`src/rtl/uart_rx_fifo.sv`:
```
// Receive-side byte FIFO for the UART RX path: show-ahead storage, frame-error
// counter, sticky overrun flag and a level-threshold interrupt.
module uart_rx_fifo #(
   parameter  int DEPTH = 16,
   localparam int AW    = $clog2(DEPTH)
) (
   input  logic          clk_i,
   input  logic          rst_i,
   input  logic [7:0]    data_i,
   input  logic          rx_int_i,
   input  logic          err_int_i,
   input  logic          rd_en_i,
   input  logic          flush_i,
   input  logic          clr_status_i,
   input  logic [AW:0]   thresh_i,
   output logic [7:0]    rd_data_o,
   output logic          empty_o,
   output logic          full_o,
   output logic [AW:0]   level_o,
   output logic          overrun_o,
   output logic [7:0]    err_cnt_o,
   output logic          thresh_irq_o
);

   localparam logic [AW:0] PTR_ONE = {{AW{1'b0}}, 1'b1};
   localparam logic [7:0]  CNT_ONE = 8'd1;
   localparam logic [7:0]  CNT_MAX = 8'hFF;

   logic [7:0]  mem [DEPTH];
   logic [AW:0] wr_ptr, rd_ptr;
   logic [AW:0] wr_nxt, rd_nxt, level_nxt;
   logic        empty_q, full_q;
   logic        push_ok, pop_ok, drop;
   logic        irq_nxt;

   // Bus-side handshake: ~empty_o acts as valid for rd_data_o, rd_en_i as ready;
   // a pop happens only on a cycle where both are high, rd_en_i alone is ignored.
   always_comb begin
      pop_ok    = rd_en_i & ~empty_q & ~flush_i;
      // A pop on a full FIFO frees the slot the incoming byte needs.
      push_ok   = rx_int_i & (~full_q | pop_ok) & ~flush_i;
      drop      = rx_int_i & full_q & ~pop_ok & ~flush_i;
      wr_nxt    = wr_ptr;
      rd_nxt    = rd_ptr;
      if (flush_i) begin
         wr_nxt = '0;
         rd_nxt = '0;
      end else begin
         if (push_ok) wr_nxt = wr_ptr + PTR_ONE;
         if (pop_ok)  rd_nxt = rd_ptr + PTR_ONE;
      end
      level_nxt = wr_nxt - rd_nxt;
      irq_nxt   = (thresh_i != '0) && (level_nxt >= thresh_i);
   end

   always_ff @(posedge clk_i or posedge rst_i) begin
      if (rst_i) begin
         wr_ptr       <= '0;
         rd_ptr       <= '0;
         level_o      <= '0;
         empty_q      <= 1'b1;
         full_q       <= 1'b0;
         thresh_irq_o <= 1'b0;
      end else begin
         wr_ptr       <= wr_nxt;
         rd_ptr       <= rd_nxt;
         level_o      <= level_nxt;
         empty_q      <= (wr_nxt == rd_nxt);
         full_q       <= (wr_nxt[AW] != rd_nxt[AW]) &&
                         (wr_nxt[AW-1:0] == rd_nxt[AW-1:0]);
         thresh_irq_o <= irq_nxt;
      end
   end

   // Status: a new event in the same cycle as clr_status_i survives the clear.
   always_ff @(posedge clk_i or posedge rst_i) begin
      if (rst_i) begin
         overrun_o <= 1'b0;
         err_cnt_o <= '0;
      end else begin
         if (drop)
            overrun_o <= 1'b1;
         else if (clr_status_i)
            overrun_o <= 1'b0;

         if (err_int_i) begin
            if (clr_status_i)
               err_cnt_o <= CNT_ONE;
            else if (err_cnt_o != CNT_MAX)
               err_cnt_o <= err_cnt_o + CNT_ONE;
         end else if (clr_status_i) begin
            err_cnt_o <= '0;
         end
      end
   end

   always_ff @(posedge clk_i) begin
      if (push_ok)
         mem[wr_ptr[AW-1:0]] <= data_i;
   end

   assign empty_o   = empty_q;
   assign full_o    = full_q;
   assign rd_data_o = empty_q ? 8'h00 : mem[rd_ptr[AW-1:0]];

endmodule

```
`config.mk`:
```
export PLATFORM = sky130hd
export DESIGN_NAME = uart_rx_fifo
export DESIGN_NICKNAME = d
export VERILOG_FILES = /design/src/rtl/uart_rx_fifo.sv
export SDC_FILE = /design/constraint.sdc
export NUM_CORES = 1
export LEC_CHECK = 0
export BUFFER_PORTS_ARGS = -buffer_cell sky130_fd_sc_hd__buf_2
export CORE_UTILIZATION = 54
export DETAILED_ROUTE_END_ITERATION = 10
export GPL_TIMING_DRIVEN = 0
export PLACE_DENSITY_LB_ADDON = 0.15
export SLEW_MARGIN = 20
export SYNTH_ARGS = -nofsm -noshare
export SYNTH_HDL_FRONTEND = slang
export SYNTH_SLANG_ARGS = --single-unit
```
`constraint.sdc`:
```
create_clock -name clk_i -period 2.7 [get_ports clk_i]
set_input_delay 0.54 -clock clk_i [delete_from_list [all_inputs] [get_ports clk_i]]
set_output_delay 0.54 -clock clk_i [all_outputs]
set_load 0.005 [all_outputs]
```
# Yosys cells after proc, flatten, opt, wreduce, memory -nomap -nowiden
# Memory sizes are Yosys's and may differ from the RTL's.
# Index checks and enable logic that the tools add are counted.
# classes
add_sub_neg	4
mul	0
magnitude_cmp	1
n_mux	13
n_bitwise	12
reduce_logical	7
n_eq_ne	4
shifts	0
n_div	0
# op_table
operator	n
$mux W8	5
$mux W5	4
$add A5 B1 Y5 const B	2
$add A8 B1 Y8 const B	1
$ne A8 B8 Y1 const B	1
$and A1 B1 Y1	7
$reduce_bool A2 Y1	3
$eq A5 B5 Y1	1
$ge A5 B5 Y1	1
$reduce_bool A5 Y1	1
$sub A5 B5 Y5	1
$eq A4 B4 Y1	1
$mux W1	4
$not A1 Y1	4
$logic_and A1 B1 Y1	2
$reduce_and A2 Y1	1
$ne A1 B1 Y1	1
$or A1 B1 Y1	1
# totals
memories	1
regBits	27
wordCells	50
ram_bits	128
inputBits	20
latchBits	0
romBits	0
# memory_table
memory	words	width	read_ports	rd_clocked_by_memory_dff	write_ports	line	source
mem	16	8	1	0	1	29	logic [7:0] mem [DEPTH];

# Longest topological paths before layout
# Gate-level depths: netlist (run 1).
# depth
depth_word	11
depth_mapped	16

# Worst setup path after synthesis (run 1)
# OpenSTA, ideal clock, no wires.
# synth_path
path_kind	reg-to-reg
from	register empty_q, in the netlist empty_o
to	register thresh_irq_o
stages_incl_launch_ff	17
slack_ps	-317
required_time_ps	2574
arrival_time_ps	2891
n_path_buf	2
period_less_slack_ps	3017
cell_sequence	dfstp_2 > buf_6 > nand2b_4 > buf_6 > a21oi_4 > xnor2_1 > or2_2 > ha_1 > inv_1 > fa_1 > a21o_1 > a21oi_1 > o31ai_1 > o32ai_1 > ha_1 > o22ai_1 > a21oi_1
# synth_via
elab_chain_len	11
word_cells_on_any_way	13
classes_between	add/sub (1); order compare (1); mux (4); bitwise (6); reduce/logical (1)
# synth_rtl
item	line	source
start, declared	32	logic empty_q, full_q;
start signal, assigned	68	empty_q <= (wr_nxt == rd_nxt);
$not A1 Y1 *	39	pop_ok = rd_en_i & ~empty_q & ~flush_i;
$and A1 B1 Y1 * (2 in a row)	39	
$or A1 B1 Y1	41	push_ok = rx_int_i & (~full_q | pop_ok) & ~flush_i;
$and A1 B1 Y1 (2 in a row)	41	
$mux W5	49	if (push_ok) wr_nxt = wr_ptr + PTR_ONE;
$mux W5	45	if (flush_i) begin
$sub A5 B5 Y5 *	52	level_nxt = wr_nxt - rd_nxt;
via level_nxt[4]	31	logic [AW:0] wr_nxt, rd_nxt, level_nxt;
$ge A5 B5 Y1 *	53	irq_nxt = (thresh_i != '0) && (level_nxt >= thresh_i);
$logic_and A1 B1 Y1 *	53	
via irq_nxt	34	logic irq_nxt;
end signal, assigned	71	thresh_irq_o <= irq_nxt;
end, declared	22	output logic thresh_irq_o
# Mark *: on every way through the listed nets, which the timed path passes. The rest lies on a longest branch.
# A chain may end at the register's enable or synchronous reset.

# Worst setup path in the final report (run 1)
# layout_path
from	register rd_ptr[0]
to	register thresh_irq_o
# layout_via
elab_chain_len	6
# layout_rtl
item	line	source
start, declared	30	logic [AW:0] wr_ptr, rd_ptr;
start signal, assigned	66	rd_ptr <= rd_nxt;
$add A5 B1 Y5	50	if (pop_ok) rd_nxt = rd_ptr + PTR_ONE;
$mux W5 *	50	
$mux W5 *	45	
via rd_nxt[0]	31	
$sub A5 B5 Y5 *	52	
via level_nxt[4]	31	
$ge A5 B5 Y1 *	53	
$logic_and A1 B1 Y1 *	53	
via irq_nxt	34	
# Marks and branches as above.

==> reports/qor.json, run 1 <==
{
  "status": {
    "status": "complete, but fails checks",
    "violated_checks": "setup timing"
  },
  "logic_synthesis": {
    "main_area_contributors_after_synthesis": "sky130_fd_sc_hd__edfxtp_1 (58%), sky130_fd_sc_hd__mux4_2 (11%), sky130_fd_sc_hd__dfrtp_1 (9.8%), sky130_fd_sc_hd__ha_1 (2.8%), sky130_fd_sc_hd__a211oi_1 (1.8%)",
    "synth.cells.most_frequent": "sky130_fd_sc_hd__edfxtp_1 (128), sky130_fd_sc_hd__mux4_2 (32), sky130_fd_sc_hd__dfrtp_1 (26)",
    "synth.lib_cells_used.distinct": 47,
    "syn-num-nets": 415,
    "post_synth.cell_area_avg_sq_um": 17.5,
    "synth_cells": 379,
    "netlist.area_leader.share_pct": 57.8,
    "yosys_warnings": 0,
    "count_of_flip_flops_with_a_built_in_enable_after_synthesis": 128,
    "ys_dominant_reg_cell": "sky130_fd_sc_hd__edfxtp_1",
    "synth.most_common_cell": "sky130_fd_sc_hd__edfxtp_1",
    "syn-cell-area_sq_um": 6650,
    "synth_seq_area_share_pct": 68.0,
    "netlist.top_cell.by_area": "sky130_fd_sc_hd__edfxtp_1",
    "async_reset_ff_share_pct": 17.4,
    "postSynthRegisterBits": 155
  },
  "global_routing": {
    "grt_max_degree": 28,
    "grt_pass1_wl_microns": 20500,
    "grt.overflow.total": 0,
    "first_global_vias": 3594,
    "gr-usage-all-layers_pct": 22.8,
    "number_of_antenna_violations_at_the_first_check_in_global_routing": 0
  },
  "placed_design": {
    "place_hpwl_microns": 8540,
    "pre_cts_slack_ns": -0.558,
    "place_area_sq_um": 7060,
    "port_buffers": 43,
    "globalplace.congestion": 0.784
  },
  "power": {
    "power_leakage_nw": 2.95,
    "irDropWorstVdd_v": 0.000545,
    "power_mw": 6.29,
    "power_density_relative_to_cell_area_nw_per_um2": 773
  },
  "worst_setup_path": {
    "setup.worst_path.class": "flop to flop",
    "worst-path-max-fanout": 3,
    "worst_r2r_path_depth": 15,
    "worst_ep_arrival_time_ns": 3.27,
    "required_ns": 3.00,
    "worstSetupStartpointType": "flop",
    "endpoint_kind": "flop",
    "r2r_slack_ns": -0.27
  },
  "drt": {
    "vias_per_cell": 5.78,
    "routed_wire_length_per_instance_microns": 21.8,
    "detail_route.iter0.violations": 289,
    "detail_route.wirelength_microns": 13600,
    "drt_drc_violations_left": 0,
    "drt-pass1-iter-count": 4,
    "vias": 3606,
    "final_antenna_net_count": 0
  },
  "cts": {
    "clock_sink_count": 155,
    "buffer_levels_on_the_longest_clock_path": 2,
    "clock_latency_ns": 0.42,
    "numCtsBuffers": 17,
    "holdBufCountCts": 0,
    "cts-root-buf": "sky130_fd_sc_hd__clkbuf_16",
    "ctsHtreeMaxLevel": 4,
    "clk_transition_reported_paths_ns": 0.06,
    "tritoncts": "done"
  },
  "cells_and_area": {
    "finish.instance_area_sq_um": 8130,
    "fillCellCount": 811,
    "final_antenna_diode_count": 0,
    "post_route_cells_drive_above_1_share_pct": 40.0,
    "num-nets-final": 500,
    "flow.area_growth_from_synthesis_pct": 22.3
  },
  "timing": {
    "max_slew_margin_pct": 58.0,
    "setup_ws_ns": -0.271,
    "setup_total_negative_slack_ns": -1.86,
    "worst-slew-pin-transition_ns": 0.629,
    "drv_slew": 0,
    "finalHoldViolations": 0,
    "timing.fmax_mhz": 337,
    "rsz_0062_raised_after_global_routing": "true",
    "part_of_the_cycle_the_worst_path_needs_pct": 110,
    "worst_clock_skew_ns": 0.00799,
    "post_route_hold_slack_ns": 0.173,
    "setup_viol": 9,
    "min_period_ns": 2.97
  },
  "die": {
    "fp.dieArea_sq_um": 12800,
    "start_util_pct": 55.3,
    "placement_rows": 40,
    "ios": 45,
    "die_y_microns": 113,
    "core_area_sq_um": 12000,
    "dieWidth_microns": 113
  },
  "min_path": {
    "min-delay-path-class": "input pin to async pin"
  },
  "job": {
    "cap_violations": 0
  }
}
power breakdown:
part / switching [mW] / internal (mW) / total [mW]
Combinational: 0.566 / 0.688 / 1.25
Sequential: 0.0324 / 2.66 / 2.70
Clock: 0.906 / 1.43 / 2.34
layer usage:
layer  vias up  wire length [microns]  global-route usage [%]
met5         -                      0                       0
met4         0                    194                    8.77
met3        13                    679                    4.77
met2       113                   6840                    36.5
met1      1832                   5900                    31.3
li1       1648                      -                       -
critical path, cell delays in order, from the launching register on:
cell,delay [ns]
sky130_fd_sc_hd__dfrtp_1,0.38
sky130_fd_sc_hd__buf_6,0.14
sky130_fd_sc_hd__buf_12,0.13
sky130_fd_sc_hd__buf_12,0.12
sky130_fd_sc_hd__xor2_2,0.18
sky130_fd_sc_hd__nor2_4,0.15
sky130_fd_sc_hd__ha_4,0.15
sky130_fd_sc_hd__inv_2,0.04
sky130_fd_sc_hd__fa_2,0.33
sky130_fd_sc_hd__a21o_1,0.17
sky130_fd_sc_hd__a21oi_2,0.15
sky130_fd_sc_hd__o31ai_2,0.09
sky130_fd_sc_hd__o32ai_2,0.31
sky130_fd_sc_hd__ha_1,0.28
sky130_fd_sc_hd__o22ai_1,0.17
sky130_fd_sc_hd__a21oi_1,0.06
placed cells by master, fill, tap and decap left out, drive strengths merged, types with 3 or more instances in the layout:
master	count
edfxtp	128
ha	15
nor2	11
o21ai	5
nand4	4
mux2i	10
a21oi	11
clkinvlp	5
xor2	7
bufinv	3
clkinv	7
a211oi	16
dfrtp	26
nor2b	10
inv	16
nand2	10
or2	5
mux4	32
or3	4
xnor2	6
nor3	5
and2	16
clkbuf	22
nand3	3
buf	79
what timing repair did:
| action | 4_1_cts | 5_1_grt |
|---|---|---|
| pin swaps | 17 | 21 |
| gates cloned | 0 | 1 |
| setup endpoints to repair | 10 | 9 |
| gates resized for setup | 24 | 39 |
| setup buffers | 13 | 11 |
per-stage QoR:
| step | utilization (%) | std cells |
|---|---|---|
| after floorplan | - | 379 |
| after global placement | 58.8 | 569 |
| after detailed placement | 58.8 | 569 |
| after CTS | 65.4 | 613 |
| after global routing | 67.7 | 624 |
| final | 67.7 | 624 |
cell families after synthesis:
group                      after synthesis  synth area share, %
muxes                                   42                 12.3
buffers and inverters                   34                 2.79
AOI/OAI and AO/OA                       42                 4.61
xor gates and xnor gates                13                 2.00
DFF                                    155                 68.0
and+or+nand+nor                         77                 7.13
adders and majority gates               16                 3.12
registers in the layout, summed over array words and instances (netlist names):
name,flops
overrun_o,1
full_o,1
empty_o,1
thresh_irq_o,1
err_cnt_o,8
level_o,5
mem,128
wr_ptr,5
rd_ptr,5
area by class of cell:
cell class / instances / area [sq um] / area share (%)
Sequential cell: 155 / 4520 / 55.6
Multi-Input combinational cell: 190 / 2160 / 26.6
Timing Repair Buffer: 68 / 488 / 6.00
Clock buffer: 17 / 425 / 5.23
Tap cell: 147 / 184 / 2.26
Clock inverter: 15 / 156 / 1.92
Buffer: 16 / 138 / 1.69
Inverter: 16 / 60.1 / 0.739
path summary, 6_finish.rpt:
path                            startpoint      endpoint
max in group asynchronous            rst_i  err_cnt_o[5]
worst max-delay path             rd_ptr[0]  thresh_irq_o
min in group clk_i               err_int_i  err_cnt_o[0]
worst min-delay path                 rst_i  err_cnt_o[7]
worst max register to register   rd_ptr[0]  thresh_irq_o
worst min register to register   overrun_o     overrun_o
(Power assumes the default switching activity.)
==> inputs of run 2 (changes only) <==
Settings changed: SKIP_CTS_REPAIR_TIMING set to 1.
==> reports/qor.json, run 2 (synthesis gave the netlist of run 1 again) <==
{
  "placed_design": {
    "port_buffers": 43,
    "dpl.cell_count": 569,
    "pre_cts_slack_ns": -0.558,
    "place_hpwl_microns": 8540,
    "globalplace.congestion": 0.784
  },
  "timing": {
    "rsz_0062_raised_after_global_routing": "true",
    "setup_viol": 9,
    "max_slew_margin_pct": 60.5,
    "worst_clock_skew_ns": 0.00465,
    "finalHoldViolations": 0,
    "worst-slew-pin-transition_ns": 0.592,
    "timing.fmax_mhz": 330,
    "setup_ws_ns": -0.332,
    "drv_slew": 0,
    "min_period_ns": 3.03,
    "part_of_the_cycle_the_worst_path_needs_pct": 112,
    "setup_total_negative_slack_ns": -1.38
  },
  "cts": {
    "tritoncts": "done",
    "clock_latency_ns": 0.41,
    "numCtsBuffers": 17,
    "cts-root-buf": "sky130_fd_sc_hd__clkbuf_16",
    "ctsHtreeMaxLevel": 4,
    "buffer_levels_on_the_longest_clock_path": 2,
    "clock_sink_count": 155,
    "clk_transition_reported_paths_ns": 0.06
  },
  "global_routing": {
    "gr-usage-all-layers_pct": 22.4,
    "number_of_antenna_violations_at_the_first_check_in_global_routing": 0,
    "first_global_vias": 3520,
    "grt.overflow.total": 0,
    "grt_pass1_wl_microns": 20200,
    "grt_max_degree": 28
  },
  "worst_setup_path": {
    "endpoint_kind": "flop",
    "cp-startpoint": "empty_o",
    "worst-path-max-fanout": 5,
    "reg2reg_from": "empty_o",
    "worst_ep_arrival_time_ns": 3.33,
    "required_ns": 2.99,
    "setup.worst_path.class": "flop to flop",
    "worstSetupStartpointType": "flop"
  },
  "cells_and_area": {
    "fillCellCount": 844,
    "multi_input_area_sq_um": 2070,
    "final_std_cells_w_o_fill": 615,
    "fin_util_pct": 65.8,
    "largest_register_ff_count": 128,
    "layout_commonest_cell": "sky130_fd_sc_hd__edfxtp_1",
    "most-common-layout-cells": "sky130_fd_sc_hd__edfxtp_1 (128), sky130_fd_sc_hd__buf_2 (48), sky130_fd_sc_hd__mux4_2 (32)",
    "area_taken_by_flip_flops_and_latches_sq_um": 4520,
    "num-nets-final": 491,
    "final_antenna_diode_count": 0,
    "flow.area_growth_from_synthesis_pct": 18.9,
    "post_route_cells_drive_above_1_share_pct": 35.7
  },
  "power": {
    "power_density_relative_to_cell_area_nw_per_um2": 777,
    "power_leakage_nw": 2.86,
    "irDropWorstVdd_v": 0.000535,
    "power_mw": 6.14
  },
  "job": {
    "cap_violations": 0
  },
  "drt": {
    "vias": 3525,
    "final_antenna_net_count": 0,
    "detail_route.wirelength_microns": 13100,
    "routed_wire_length_per_instance_microns": 21.3,
    "vias_per_cell": 5.73,
    "drt-pass1-iter-count": 5,
    "detail_route.iter0.violations": 341,
    "drt_drc_violations_left": 0
  },
  "status": {
    "status": "complete, but fails checks",
    "violated_checks": "setup timing"
  },
  "die": {
    "fp.dieArea_sq_um": 12800,
    "placement_rows": 40,
    "core_area_sq_um": 12000,
    "dieWidth_microns": 113,
    "die_y_microns": 113,
    "ios": 45,
    "start_util_pct": 55.3
  },
  "min_path": {
    "min-delay-path-class": "input pin to async pin"
  }
}
-- run 2: cell types whose count changed in the layout (fill, tap and decap cells not counted), moves of 3 or more --
cell and change:
sky130_fd_sc_hd__a211oi_1 +6, sky130_fd_sc_hd__a211oi_2 -6, sky130_fd_sc_hd__buf_6 -5, sky130_fd_sc_hd__mux2i_1 +3
-- run 2: worst paths after layout --
check / endpoint / slack (ns) / cells after the start
max in group asynchronous: level_o[3] / 2.12 / 2
min in group clk_i: err_cnt_o[0] / 0.39 / 3
max reg2reg: thresh_irq_o / -0.33 / 15
min reg2reg: overrun_o / 0.54 / 2
min: err_cnt_o[7] / 0.18 / 2
max: thresh_irq_o / -0.33 / 15
-- run 2: final cells by class --
type                       count  share of cell area, %
multi-input combinational    190                   26.1
buffer                        17                   1.69
clock inverter                15                   1.98
clock buffer                  17                   5.38
tap                          147                   2.33
inverter                      16                  0.760
sequential                   155                   57.2
timing repair buffer          58                   4.56
-- run 2: critical path, stage by stage (launching register included) --
cell                       delay, ns
sky130_fd_sc_hd__dfstp_2        0.55
sky130_fd_sc_hd__buf_8          0.10
sky130_fd_sc_hd__nand2b_4       0.14
sky130_fd_sc_hd__a21oi_4        0.08
sky130_fd_sc_hd__xnor2_1        0.17
sky130_fd_sc_hd__or2_4          0.15
sky130_fd_sc_hd__ha_4           0.12
sky130_fd_sc_hd__inv_2          0.04
sky130_fd_sc_hd__fa_2           0.35
sky130_fd_sc_hd__a21o_1         0.19
sky130_fd_sc_hd__a21oi_2        0.16
sky130_fd_sc_hd__o31ai_2        0.09
sky130_fd_sc_hd__o32ai_2        0.26
sky130_fd_sc_hd__ha_1           0.29
sky130_fd_sc_hd__o22ai_1        0.16
sky130_fd_sc_hd__a21oi_1        0.06
-- run 2: metal layers --
metal	global-route usage [%]	wire length [microns]	part of all wire, %
met3	5.36	728	5.5
met5	0	0	0
met1	31.2	5830	44
met4	7.63	81	0.62
met2	35.1	6480	49
-- run 2: per-stage QoR --
step,hold slack (ns),area [sq um]
4_1_cts,0.379,7640
3_5_place_dp,0.526,7060
3_3_place_gp,0.529,7060
5_1_grt,0.238,7910
2_1_floorplan,0.523,6660
6_report,0.182,7910
-- run 2: where the power goes --
part           internal, mW  switching, mW  leakage, nW
sequential             2.66         0.0316         1.52
clock                  1.43          0.900        0.268
combinational         0.596          0.518         1.07
total                  4.69           1.45         2.86
==> inputs of run 3 (changes only) <==
Settings changed: ABC_AREA set to 1.
==> reports/qor.json, run 3 <==
{
  "cells_and_area": {
    "post_route_cells_drive_above_1_share_pct": 22.8,
    "fin_util_pct": 68.0,
    "final_antenna_diode_count": 0,
    "most-common-layout-cells": "sky130_fd_sc_hd__edfxtp_1 (128), sky130_fd_sc_hd__nor2_1 (127), sky130_fd_sc_hd__nand2_1 (80)",
    "num-nets-final": 760,
    "final_std_cells_w_o_fill": 900,
    "finish.instance_area_sq_um": 8300,
    "flow.area_growth_from_synthesis_pct": 20.5,
    "layout_commonest_cell": "sky130_fd_sc_hd__edfxtp_1",
    "largest_register_ff_count": 128
  },
  "cts": {
    "clk_transition_reported_paths_ns": 0.06,
    "clock_latency_ns": 0.42,
    "buffer_levels_on_the_longest_clock_path": 2,
    "cts-root-buf": "sky130_fd_sc_hd__clkbuf_16",
    "ctsHtreeMaxLevel": 4,
    "clock_sink_count": 155,
    "tritoncts": "done",
    "numCtsBuffers": 17
  },
  "logic_synthesis": {
    "yosys_warnings": 0,
    "postSynthRegisterBits": 155,
    "synth.cells.most_frequent": "sky130_fd_sc_hd__nor2_1 (132), sky130_fd_sc_hd__edfxtp_1 (128), sky130_fd_sc_hd__nand2_1 (81)",
    "netlist.area_leader.share_pct": 55.8,
    "synth_seq_area_share_pct": 65.6,
    "netlist.top_cell.by_area": "sky130_fd_sc_hd__edfxtp_1",
    "ys_dominant_reg_cell": "sky130_fd_sc_hd__edfxtp_1",
    "main_area_contributors_after_synthesis": "sky130_fd_sc_hd__edfxtp_1 (56%), sky130_fd_sc_hd__dfrtp_1 (9.4%), sky130_fd_sc_hd__nor2_1 (7.2%), sky130_fd_sc_hd__o21ai_0 (4.6%), sky130_fd_sc_hd__nand2_1 (4.4%)",
    "count_of_flip_flops_with_a_built_in_enable_after_synthesis": 128,
    "post_synth.cell_area_avg_sq_um": 10.8,
    "async_reset_ff_share_pct": 17.4,
    "syn-cell-area_sq_um": 6890,
    "synth.lib_cells_used.distinct": 32,
    "syn-num-nets": 672,
    "synth_cells": 636,
    "synth.most_common_cell": "sky130_fd_sc_hd__nor2_1"
  },
  "die": {
    "core_area_sq_um": 12200,
    "dieWidth_microns": 115,
    "start_util_pct": 56.4,
    "ios": 45,
    "placement_rows": 40,
    "die_y_microns": 115,
    "fp.dieArea_sq_um": 13200
  },
  "power": {
    "power_report.internal_total_mw": 4.33,
    "seq_power_share_pct": 45.5,
    "power_density_relative_to_cell_area_nw_per_um2": 713,
    "irDropWorstVdd_v": 0.000399,
    "p_sw_mw": 1.59,
    "power_leakage_nw": 3.26,
    "power_frac_comb_pct": 21.0,
    "switching_share_pct": 26.8,
    "clkPwrFrac_pct": 33.5,
    "power_mw": 5.92
  },
  "worst_setup_path": {
    "required_ns": 3.05,
    "worst-path-max-fanout": 5,
    "worstSetupStartpointType": "flop",
    "setup.worst_path.class": "flop to flop",
    "endpoint_kind": "flop",
    "worst_ep_arrival_time_ns": 3.31
  },
  "min_path": {
    "min-delay-path-class": "input pin to async pin"
  },
  "timing": {
    "part_of_the_cycle_the_worst_path_needs_pct": 110,
    "setup_ws_ns": -0.261,
    "post_route_hold_slack_ns": 0.176,
    "setup_total_negative_slack_ns": -0.276,
    "max_slew_margin_pct": 37.8,
    "drv_slew": 0,
    "setup_viol": 3,
    "rsz_0062_raised_after_global_routing": "true",
    "min_period_ns": 2.96,
    "worst-slew-pin-transition_ns": 0.930,
    "worst_clock_skew_ns": 0.00619,
    "timing.fmax_mhz": 338,
    "finalHoldViolations": 0
  },
  "drt": {
    "routed_wire_length_per_instance_microns": 17.8,
    "detail_route.wirelength_microns": 16000,
    "final_antenna_net_count": 0,
    "drt-pass1-iter-count": 5,
    "detail_route.iter0.violations": 499,
    "vias_per_cell": 5.49,
    "drt_drc_violations_left": 0,
    "vias": 4940
  },
  "global_routing": {
    "first_global_vias": 4595,
    "grt_pass1_wl_microns": 23900,
    "number_of_antenna_violations_at_the_first_check_in_global_routing": 0,
    "grt_max_degree": 28,
    "gr-usage-all-layers_pct": 25.0,
    "grt.overflow.total": 0
  },
  "placed_design": {
    "place_area_sq_um": 7340,
    "dpl.cell_count": 848,
    "globalplace.congestion": 0.832,
    "place_hpwl_microns": 10600,
    "pre_cts_slack_ns": -0.700,
    "port_buffers": 44
  },
  "status": {
    "status": "complete, but fails checks",
    "violated_checks": "setup timing"
  },
  "job": {
    "cap_violations": 0
  }
}
==> run 3: cell type report <==
| cell class | count | area [sq um] |
|---|---|---|
| tap | 168 | 210 |
| fill | 953 | 3910 |
| multi-input combinational | 406 | 2150 |
| clock buffer | 21 | 440 |
| timing repair buffer | 68 | 504 |
| sequential | 155 | 4520 |
| buffer | 26 | 239 |
| clock inverter | 6 | 28.8 |
| inverter | 50 | 199 |
==> run 3: power by group through the flow <==
| stage | clock network [mW] | logic [mW] | registers, mW |
|---|---|---|---|
| 2_1_floorplan | 0 | 0.605 | 2.75 |
| 5_1_grt | 2.09 | 1.35 | 2.70 |
| 3_5_place_dp | 0 | 0.958 | 2.75 |
| 6_report | 1.98 | 1.24 | 2.70 |
| 4_1_cts | 2.01 | 0.962 | 2.70 |
| 3_3_place_gp | 0 | 0.931 | 2.74 |
==> run 3: final timing paths <==
| path | start | endpoint | slack [ns] | depth (start not counted) |
|---|---|---|---|---|
| setup / recovery | empty_o | thresh_irq_o | -0.26 | 21 |
| hold / removal | rst_i | level_o[0] | 0.18 | 2 |
| setup reg to reg | empty_o | thresh_irq_o | -0.26 | 21 |
| hold reg to reg | overrun_o | overrun_o | 0.50 | 1 |
| max in group asynchronous | rst_i | rd_ptr[0] | 2.11 | 2 |
| min in group clk_i | clr_status_i | err_cnt_o[2] | 0.33 | 2 |
==> run 3: critical path, cell delays in order (launching register included) <==
cell	delay, ns
sky130_fd_sc_hd__dfstp_2	0.53
sky130_fd_sc_hd__buf_6	0.10
sky130_fd_sc_hd__inv_4	0.03
sky130_fd_sc_hd__nand3_4	0.09
sky130_fd_sc_hd__buf_12	0.11
sky130_fd_sc_hd__nor2_4	0.03
sky130_fd_sc_hd__nor2_1	0.07
sky130_fd_sc_hd__o21ai_1	0.07
sky130_fd_sc_hd__inv_1	0.10
sky130_fd_sc_hd__ha_2	0.18
sky130_fd_sc_hd__inv_2	0.04
sky130_fd_sc_hd__fa_2	0.39
sky130_fd_sc_hd__nand2_1	0.07
sky130_fd_sc_hd__and2_4	0.14
sky130_fd_sc_hd__inv_2	0.04
sky130_fd_sc_hd__nand3_2	0.07
sky130_fd_sc_hd__nand2_2	0.08
sky130_fd_sc_hd__ha_4	0.30
sky130_fd_sc_hd__nand4_1	0.10
sky130_fd_sc_hd__o221ai_2	0.19
sky130_fd_sc_hd__a21oi_2	0.05
sky130_fd_sc_hd__nor2_1	0.11
==> run 3: per-layer routing <==
| layer | share of wire [%] | GRT usage (%) | vias to the layer above |
|---|---|---|---|
| met1 | 43 | 33.8 | 2356 |
| met4 | 2.0 | 11.5 | 0 |
| li1 | - | - | 2367 |
| met3 | 6.9 | 5.38 | 28 |
| met2 | 48 | 39.2 | 189 |
| met5 | 0 | 0 | - |
==> run 3: kinds of logic (layout without fill, tap and decap cells) <==
logic type | Yosys count | after routing | synth area share [%]
AO/OA/AOI/OAI | 127 | 127 | 10.2
XOR/XNOR | 5 | 5 | 0.636
adder cells (fa/ha/maj) | 16 | 16 | 3.01
buffers and inverters | 76 | 171 | 5.12
flip-flops | 155 | 155 | 65.6
AND/OR/NAND/NOR | 257 | 258 | 15.4
